--- config.mk ---
export PLATFORM = sky130hd
export DESIGN_NAME = id_ex_reg_flat
export DESIGN_NICKNAME = d
export VERILOG_FILES = /design/src/rtl/id_ex_reg_if.sv /design/src/rtl/id_ex_reg.sv /design/src/flat_wrapper.sv
export SDC_FILE = /design/constraint.sdc
export NUM_CORES = 1
export LEC_CHECK = 0
export CORE_AREA = 5 5 143 145
export CTS_CLUSTER_SIZE = 20
export DETAILED_ROUTE_END_ITERATION = 8
export DIE_AREA = 0 0 148 150
export PLACE_DENSITY = 0.74
export SETUP_SLACK_MARGIN = 0.3
export SLEW_MARGIN = 15
export SYNTH_ARGS = -nofsm -noshare
export SYNTH_HDL_FRONTEND = slang
export SYNTH_SLANG_ARGS = --single-unit
export TNS_END_PERCENT = 50
--- constraint.sdc ---
create_clock -name clk -period 1.1 [get_ports clk]
set_input_delay 0.165 -clock clk [delete_from_list [all_inputs] [get_ports clk]]
set_output_delay 0.165 -clock clk [all_outputs]
set_load 0.03 [all_outputs]
--- src/rtl/id_ex_reg_if.sv ---
// rtl/id_ex_reg_if.sv - decode-to-execute bundle between the ID stage and the ID/EX register
interface id_ex_reg_if #(
    parameter int XLEN   = 32,
    parameter int REG_AW = 5,
    parameter int ALUC_W = 3
);
    // Decode-side fields.
    logic              ValidD;
    logic [XLEN-1:0]   RD1D;
    logic [XLEN-1:0]   RD2D;
    logic [XLEN-1:0]   ImmExtD;
    logic [XLEN-1:0]   PCD;
    logic [XLEN-1:0]   PCPlus4D;
    logic [REG_AW-1:0] Rs1D;
    logic [REG_AW-1:0] Rs2D;
    logic [REG_AW-1:0] RdD;
    logic              RegWriteD;
    logic [1:0]        ResultSrcD;
    logic              MemWriteD;
    logic              JumpD;
    logic              BranchD;
    logic [ALUC_W-1:0] ALUControlD;
    logic              ALUSrcD;

    // Execute-side registered copies.
    logic              ValidE;
    logic [XLEN-1:0]   RD1E;
    logic [XLEN-1:0]   RD2E;
    logic [XLEN-1:0]   ImmExtE;
    logic [XLEN-1:0]   PCE;
    logic [XLEN-1:0]   PCPlus4E;
    logic [REG_AW-1:0] Rs1E;
    logic [REG_AW-1:0] Rs2E;
    logic [REG_AW-1:0] RdE;
    logic              RegWriteE;
    logic [1:0]        ResultSrcE;
    logic              MemWriteE;
    logic              JumpE;
    logic              BranchE;
    logic [ALUC_W-1:0] ALUControlE;
    logic              ALUSrcE;

    modport master (
        output ValidD, RD1D, RD2D, ImmExtD, PCD, PCPlus4D, Rs1D, Rs2D, RdD,
               RegWriteD, ResultSrcD, MemWriteD, JumpD, BranchD, ALUControlD, ALUSrcD,
        input  ValidE, RD1E, RD2E, ImmExtE, PCE, PCPlus4E, Rs1E, Rs2E, RdE,
               RegWriteE, ResultSrcE, MemWriteE, JumpE, BranchE, ALUControlE, ALUSrcE
    );

    modport slave (
        input  ValidD, RD1D, RD2D, ImmExtD, PCD, PCPlus4D, Rs1D, Rs2D, RdD,
               RegWriteD, ResultSrcD, MemWriteD, JumpD, BranchD, ALUControlD, ALUSrcD,
        output ValidE, RD1E, RD2E, ImmExtE, PCE, PCPlus4E, Rs1E, Rs2E, RdE,
               RegWriteE, ResultSrcE, MemWriteE, JumpE, BranchE, ALUControlE, ALUSrcE
    );
endinterface

--- src/rtl/id_ex_reg.sv ---
// rtl/id_ex_reg.sv - ID/EX pipeline register with stall hold, flush bubble and valid tracking
module id_ex_reg #(
    parameter int XLEN   = 32,
    parameter int REG_AW = 5,
    parameter int ALUC_W = 3
) (
    input  logic        clk,
    input  logic        rst_n,
    input  logic        StallE,
    input  logic        FlushE,
    id_ex_reg_if.slave  bus
);

    typedef struct packed {
        logic [XLEN-1:0]   rd1;
        logic [XLEN-1:0]   rd2;
        logic [XLEN-1:0]   imm;
        logic [XLEN-1:0]   pc;
        logic [XLEN-1:0]   pc_plus4;
        logic [REG_AW-1:0] rs1;
        logic [REG_AW-1:0] rs2;
        logic [REG_AW-1:0] rd;
        logic              reg_write;
        logic [1:0]        result_src;
        logic              mem_write;
        logic              jump;
        logic              branch;
        logic [ALUC_W-1:0] alu_control;
        logic              alu_src;
        logic              valid;
    } ex_t;

    ex_t dec;
    ex_t ex_d;
    ex_t ex_q;

    always_comb begin
        dec             = '0;
        dec.rd1         = bus.RD1D;
        dec.rd2         = bus.RD2D;
        dec.imm         = bus.ImmExtD;
        dec.pc          = bus.PCD;
        dec.pc_plus4    = bus.PCPlus4D;
        dec.rs1         = bus.Rs1D;
        dec.rs2         = bus.Rs2D;
        dec.rd          = bus.RdD;
        dec.reg_write   = bus.RegWriteD;
        dec.result_src  = bus.ResultSrcD;
        dec.mem_write   = bus.MemWriteD;
        dec.jump        = bus.JumpD;
        dec.branch      = bus.BranchD;
        dec.alu_control = bus.ALUControlD;
        dec.alu_src     = bus.ALUSrcD;
        dec.valid       = bus.ValidD;
    end

    // An all-zero bubble is an ADD of zeros with every side-effect enable low;
    // flush outranks stall so a stalled real instruction can still be killed.
    always_comb begin
        ex_d = ex_q;
        if (FlushE) begin
            ex_d = '0;
        end else if (!StallE) begin
            ex_d = dec;
        end
    end

    always_ff @(posedge clk) begin
        if (!rst_n) begin
            ex_q <= '0;
        end else begin
            ex_q <= ex_d;
        end
    end

    assign bus.RD1E        = ex_q.rd1;
    assign bus.RD2E        = ex_q.rd2;
    assign bus.ImmExtE     = ex_q.imm;
    assign bus.PCE         = ex_q.pc;
    assign bus.PCPlus4E    = ex_q.pc_plus4;
    assign bus.Rs1E        = ex_q.rs1;
    assign bus.Rs2E        = ex_q.rs2;
    assign bus.RdE         = ex_q.rd;
    assign bus.RegWriteE   = ex_q.reg_write;
    assign bus.ResultSrcE  = ex_q.result_src;
    assign bus.MemWriteE   = ex_q.mem_write;
    assign bus.JumpE       = ex_q.jump;
    assign bus.BranchE     = ex_q.branch;
    assign bus.ALUControlE = ex_q.alu_control;
    assign bus.ALUSrcE     = ex_q.alu_src;
    assign bus.ValidE      = ex_q.valid;

endmodule

--- src/flat_wrapper.sv ---
// flat-port wrapper written by rule: the top's interface ports become plain ports
module id_ex_reg_flat 
#(
    parameter int XLEN   = 32,
    parameter int REG_AW = 5,
    parameter int ALUC_W = 3
)
  (clk, rst_n, StallE, FlushE, bus_ValidD, bus_RD1D, bus_RD2D, bus_ImmExtD, bus_PCD, bus_PCPlus4D, bus_Rs1D, bus_Rs2D, bus_RdD, bus_RegWriteD, bus_ResultSrcD, bus_MemWriteD, bus_JumpD, bus_BranchD, bus_ALUControlD, bus_ALUSrcD, bus_ValidE, bus_RD1E, bus_RD2E, bus_ImmExtE, bus_PCE, bus_PCPlus4E, bus_Rs1E, bus_Rs2E, bus_RdE, bus_RegWriteE, bus_ResultSrcE, bus_MemWriteE, bus_JumpE, bus_BranchE, bus_ALUControlE, bus_ALUSrcE);
  id_ex_reg_if #(.XLEN(XLEN), .REG_AW(REG_AW), .ALUC_W(ALUC_W)) bus_i ();
  input  logic clk;
  input  logic rst_n;
  input  logic StallE;
  input  logic FlushE;
  input wire logic [$bits(bus_i.ValidD)-1:0] bus_ValidD;
  input wire logic [$bits(bus_i.RD1D)-1:0] bus_RD1D;
  input wire logic [$bits(bus_i.RD2D)-1:0] bus_RD2D;
  input wire logic [$bits(bus_i.ImmExtD)-1:0] bus_ImmExtD;
  input wire logic [$bits(bus_i.PCD)-1:0] bus_PCD;
  input wire logic [$bits(bus_i.PCPlus4D)-1:0] bus_PCPlus4D;
  input wire logic [$bits(bus_i.Rs1D)-1:0] bus_Rs1D;
  input wire logic [$bits(bus_i.Rs2D)-1:0] bus_Rs2D;
  input wire logic [$bits(bus_i.RdD)-1:0] bus_RdD;
  input wire logic [$bits(bus_i.RegWriteD)-1:0] bus_RegWriteD;
  input wire logic [$bits(bus_i.ResultSrcD)-1:0] bus_ResultSrcD;
  input wire logic [$bits(bus_i.MemWriteD)-1:0] bus_MemWriteD;
  input wire logic [$bits(bus_i.JumpD)-1:0] bus_JumpD;
  input wire logic [$bits(bus_i.BranchD)-1:0] bus_BranchD;
  input wire logic [$bits(bus_i.ALUControlD)-1:0] bus_ALUControlD;
  input wire logic [$bits(bus_i.ALUSrcD)-1:0] bus_ALUSrcD;
  output wire logic [$bits(bus_i.ValidE)-1:0] bus_ValidE;
  output wire logic [$bits(bus_i.RD1E)-1:0] bus_RD1E;
  output wire logic [$bits(bus_i.RD2E)-1:0] bus_RD2E;
  output wire logic [$bits(bus_i.ImmExtE)-1:0] bus_ImmExtE;
  output wire logic [$bits(bus_i.PCE)-1:0] bus_PCE;
  output wire logic [$bits(bus_i.PCPlus4E)-1:0] bus_PCPlus4E;
  output wire logic [$bits(bus_i.Rs1E)-1:0] bus_Rs1E;
  output wire logic [$bits(bus_i.Rs2E)-1:0] bus_Rs2E;
  output wire logic [$bits(bus_i.RdE)-1:0] bus_RdE;
  output wire logic [$bits(bus_i.RegWriteE)-1:0] bus_RegWriteE;
  output wire logic [$bits(bus_i.ResultSrcE)-1:0] bus_ResultSrcE;
  output wire logic [$bits(bus_i.MemWriteE)-1:0] bus_MemWriteE;
  output wire logic [$bits(bus_i.JumpE)-1:0] bus_JumpE;
  output wire logic [$bits(bus_i.BranchE)-1:0] bus_BranchE;
  output wire logic [$bits(bus_i.ALUControlE)-1:0] bus_ALUControlE;
  output wire logic [$bits(bus_i.ALUSrcE)-1:0] bus_ALUSrcE;
  assign bus_i.ValidD = bus_ValidD;
  assign bus_i.RD1D = bus_RD1D;
  assign bus_i.RD2D = bus_RD2D;
  assign bus_i.ImmExtD = bus_ImmExtD;
  assign bus_i.PCD = bus_PCD;
  assign bus_i.PCPlus4D = bus_PCPlus4D;
  assign bus_i.Rs1D = bus_Rs1D;
  assign bus_i.Rs2D = bus_Rs2D;
  assign bus_i.RdD = bus_RdD;
  assign bus_i.RegWriteD = bus_RegWriteD;
  assign bus_i.ResultSrcD = bus_ResultSrcD;
  assign bus_i.MemWriteD = bus_MemWriteD;
  assign bus_i.JumpD = bus_JumpD;
  assign bus_i.BranchD = bus_BranchD;
  assign bus_i.ALUControlD = bus_ALUControlD;
  assign bus_i.ALUSrcD = bus_ALUSrcD;
  assign bus_ValidE = bus_i.ValidE;
  assign bus_RD1E = bus_i.RD1E;
  assign bus_RD2E = bus_i.RD2E;
  assign bus_ImmExtE = bus_i.ImmExtE;
  assign bus_PCE = bus_i.PCE;
  assign bus_PCPlus4E = bus_i.PCPlus4E;
  assign bus_Rs1E = bus_i.Rs1E;
  assign bus_Rs2E = bus_i.Rs2E;
  assign bus_RdE = bus_i.RdE;
  assign bus_RegWriteE = bus_i.RegWriteE;
  assign bus_ResultSrcE = bus_i.ResultSrcE;
  assign bus_MemWriteE = bus_i.MemWriteE;
  assign bus_JumpE = bus_i.JumpE;
  assign bus_BranchE = bus_i.BranchE;
  assign bus_ALUControlE = bus_i.ALUControlE;
  assign bus_ALUSrcE = bus_i.ALUSrcE;
  id_ex_reg #(.XLEN(XLEN), .REG_AW(REG_AW), .ALUC_W(ALUC_W)) u_core (.clk(clk), .rst_n(rst_n), .StallE(StallE), .FlushE(FlushE), .bus(bus_i));
endmodule
==> results.cfg <==
[pwr]
pwr-share-comb_pct = 16.6
p_sw_share_pct = 26.4
power.switching_mw = 4.12
clock_power_share_pct = 37.5
leakagePower_nw = 5.35
powerDensity_nw_per_um2 = 1320
p_seq_share_pct = 45.8
internal-power_mw = 11.5
max-vdd-ir-drop_mv = 0.956

[logic_synthesis]
synth-seq-cells = 186
yosys.cell_types.count = 9
synth_top_area_share_pct = 55.9
synthesis.area_um2 = 6660
yosysTopAreaCell = dfxtp_1
ys_seq_area_share_pct = 55.9
synth_nets = 791
synthTopCellsByArea = dfxtp_1 (56%), mux2i_1 (28%), nor2_1 (10%)
avgSynthCellArea_um2 = 11.1
yosysWarnings = 0
synth_cells = 601

[routing]
avgViaCountPerCell = 4.47
wl_um = 20900
drtAntennaViolNets = 0
drt_pass1_iterations = 4
wl_per_cell_um = 16.8
drtIter0Drc = 209
drc = 0
via_count = 5570

[clock_network]
clock_sinks = 186
clock_latency_ns = 0.42
cts_inserted_buffers = 17
cts_tree = built
cts_buffer_depth = 2
cts-htree-levels = 4
clock-root-buffer = clkbuf_16
hold_buffers = 0
clkTransAtPathRegs_ns = 0.07

[min_path]
hold_path_depth = 3
hold_class = input pin to flop
hold_start = StallE

[global_routing]
overflow = 0
antenna_found_initial = 0
track_usage_pct = 18.1
grt_pass1_vias = 5771
grt_pass1_wl_um = 31500
grt_max_degree = 67

[placed_design]
dp_hpwl_um = 15800
port_buffers = 375
dp_slack_ns = -0.218
place_congestion = 0.849

[run]
timing.max_cap.violations = 0

[sta]
min_period_ns = 1.09
fmax_mhz = 918
period_share_pct = 99.1
setup_violations = 0
slew_violations = 0
clock_skew_ns = 0
hold_violations = 0
max-slew-margin-rel_pct = 79.1
grt_setup_unrepaired = yes
post-route-worst-setup-slack_ns = 0.0102
max_slew.worst_pin.slew_ns = 0.313

[final_layout]
nNetsFinal = 1184
areaGrowthSynthToFinish_pct = 77.9
insertedDiodeCount = 0
drive_gt1_share_pct = 44.3
post-route-util_pct = 62.1

[floorplan]
pin_count = 376
fp.dieW_um = 148
design.core.area_um2 = 19100
initial_core_util_pct = 34.9
die-area_um2 = 22200
die_h_um = 150
rows = 51

[setup_path]
endpoint_kind = output port
crit_start = u_core.bus.RD1E[18]$_SDFFE_PP0N_
critical-path-max-stage-delay_ns = 0.36
cp_slowest_cell = dfxtp_4
r2r_slack_ns = 0.33
worstPathRequired_ns = 0.94
reg2reg_depth = 3
cp.depth = 1
r2r-start = u_core.bus.PCE[21]$_SDFFE_PP0N_
crit_type = flop to output port
path_max_fanout = 2
crit_family = flip-flops
r2r-end = u_core.bus.PCE[21]$_SDFFE_PP0N_
crit_end = bus_RD1E[18]
startpoint_type = flop
path_cells = buf_12
cp.arrival_ns = 0.92
crit_buf_inv = 1

[status]
status = finished, final reports clean
[kinds of logic after synthesis]
kind of cell | synth area share, %
buffers and inverters | 5.61
flip-flops | 55.9
AND/OR/NAND/NOR | 10.6
multiplexers | 27.9
[Yosys cell counts]
cell type / instances
buf_6: 1
mux2i_1: 186
buf_2: 17
nor2_1: 186
clkbuf_1: 4
nand2b_1: 1
buf_8: 15
dfxtp_1: 186
buf_4: 5
[metal layers]
| layer | global-route usage, % | part of all wire [%] | vias to the layer above |
|---|---|---|---|
| li1 | - | - | 2764 |
| met1 | 20.3 | 39 | 2593 |
| met2 | 32.5 | 53 | 180 |
| met3 | 5.91 | 6.1 | 33 |
| met4 | 6.19 | 2.3 | 0 |
| met5 | 0 | 0 | - |
[worst min path at each step]
stage | endpoint | slack [ns]
after floorplan | u_core.bus.ALUControlE[0]$_SDFFE_PP0N_ | 0.31
after global placement | u_core.bus.ImmExtE[22]$_SDFFE_PP0N_ | 0.47
after detailed placement | u_core.bus.PCE[17]$_SDFFE_PP0N_ | 0.49
after CTS | u_core.bus.PCPlus4E[20]$_SDFFE_PP0N_ | 0.13
after global routing | u_core.bus.RD2E[3]$_SDFFE_PP0N_ | 0.13
final | u_core.bus.PCPlus4E[20]$_SDFFE_PP0N_ | 0.15
[cell type report]
class / count / area (µm²)
fillers: 1547 / 7230
repair buffers: 416 / 4460
flip-flops and latches: 186 / 3960
multi-input cells: 373 / 2580
clock buffers: 20 / 447
well taps: 238 / 298
clock inverters: 12 / 114
[state kept, by name (all words and copies together) (netlist names), 2 cells and up]
name	count
u_core.bus.ImmExtE	32
u_core.bus.PCE	32
u_core.bus.PCPlus4E	32
u_core.bus.RD1E	32
u_core.bus.RD2E	32
u_core.bus.RdE	5
u_core.bus.Rs1E	5
u_core.bus.Rs2E	5
u_core.bus.ALUControlE	3
u_core.bus.ResultSrcE	2
[worst register-to-register path: cells and delay by family (launching register included)]
family | cells | cell delay [ns]
flip-flops | 1 | 0.33
buffers and inverters | 1 | 0.13
multiplexers | 1 | 0.13
AND/OR/NAND/NOR | 1 | 0.07
[per-stage QoR]
| step | std cells | setup TNS (ns) | cell area (µm²) | hold slack, ns | power (mW) |
|---|---|---|---|---|---|
| 3_3_place_gp | 1203 | -30.81 | 10300 | 0.475 | 9.66 |
| 2_1_floorplan | 601 | 0 | 6690 | 0.309 | 8.46 |
| 3_5_place_dp | 1203 | -34.32 | 10300 | 0.485 | 9.68 |
| 4_1_cts | 1241 | -0.0204 | 11800 | 0.130 | 15.8 |
| 5_1_grt | 1245 | -0.576 | 11900 | 0.135 | 16.2 |
| 6_report | 1245 | 0 | 11900 | 0.147 | 15.6 |
[power groups by stage]
stage / sequential, mW / clock (mW) / combinational, mW
finish: 7.15 / 5.86 / 2.60
detailed placement: 7.22 / 0 / 2.45
CTS: 7.15 / 6.00 / 2.61
global placement: 7.22 / 0 / 2.44
floorplan: 7.65 / 0 / 0.804
global route: 7.18 / 6.30 / 2.75
[repair_timing]
action,CTS,global route
hold endpoints to repair,0,0
pin swaps,1,2
buffers inserted,6,4
setup endpoints to repair,371,188
gates resized for setup,375,1
[layout by cell type, fill, tap and decap left out]
| master | netlist | final |
|---|---|---|
| inv_8 | 0 | 3 |
| dfxtp_4 | 0 | 1 |
| nor2_4 | 0 | 1 |
| buf_6 | 1 | 185 |
| nand2b_4 | 0 | 1 |
| clkinv_4 | 0 | 2 |
| buf_12 | 0 | 13 |
| clkinv_8 | 0 | 1 |
| clkbuf_1 | 4 | 2 |
| nor2_1 | 186 | 185 |
| clkinvlp_4 | 0 | 5 |
| buf_4 | 5 | 29 |
| clkbuf_8 | 0 | 1 |
| dfxtp_2 | 0 | 185 |
| clkdlybuf4s50_1 | 0 | 186 |
| dlygate4sd2_1 | 0 | 2 |
| clkbuf_16 | 0 | 17 |
| inv_6 | 0 | 1 |
| mux2i_1 | 186 | 186 |
| buf_8 | 15 | 1 |
Note: power is estimated with default switching activity, not from simulation.
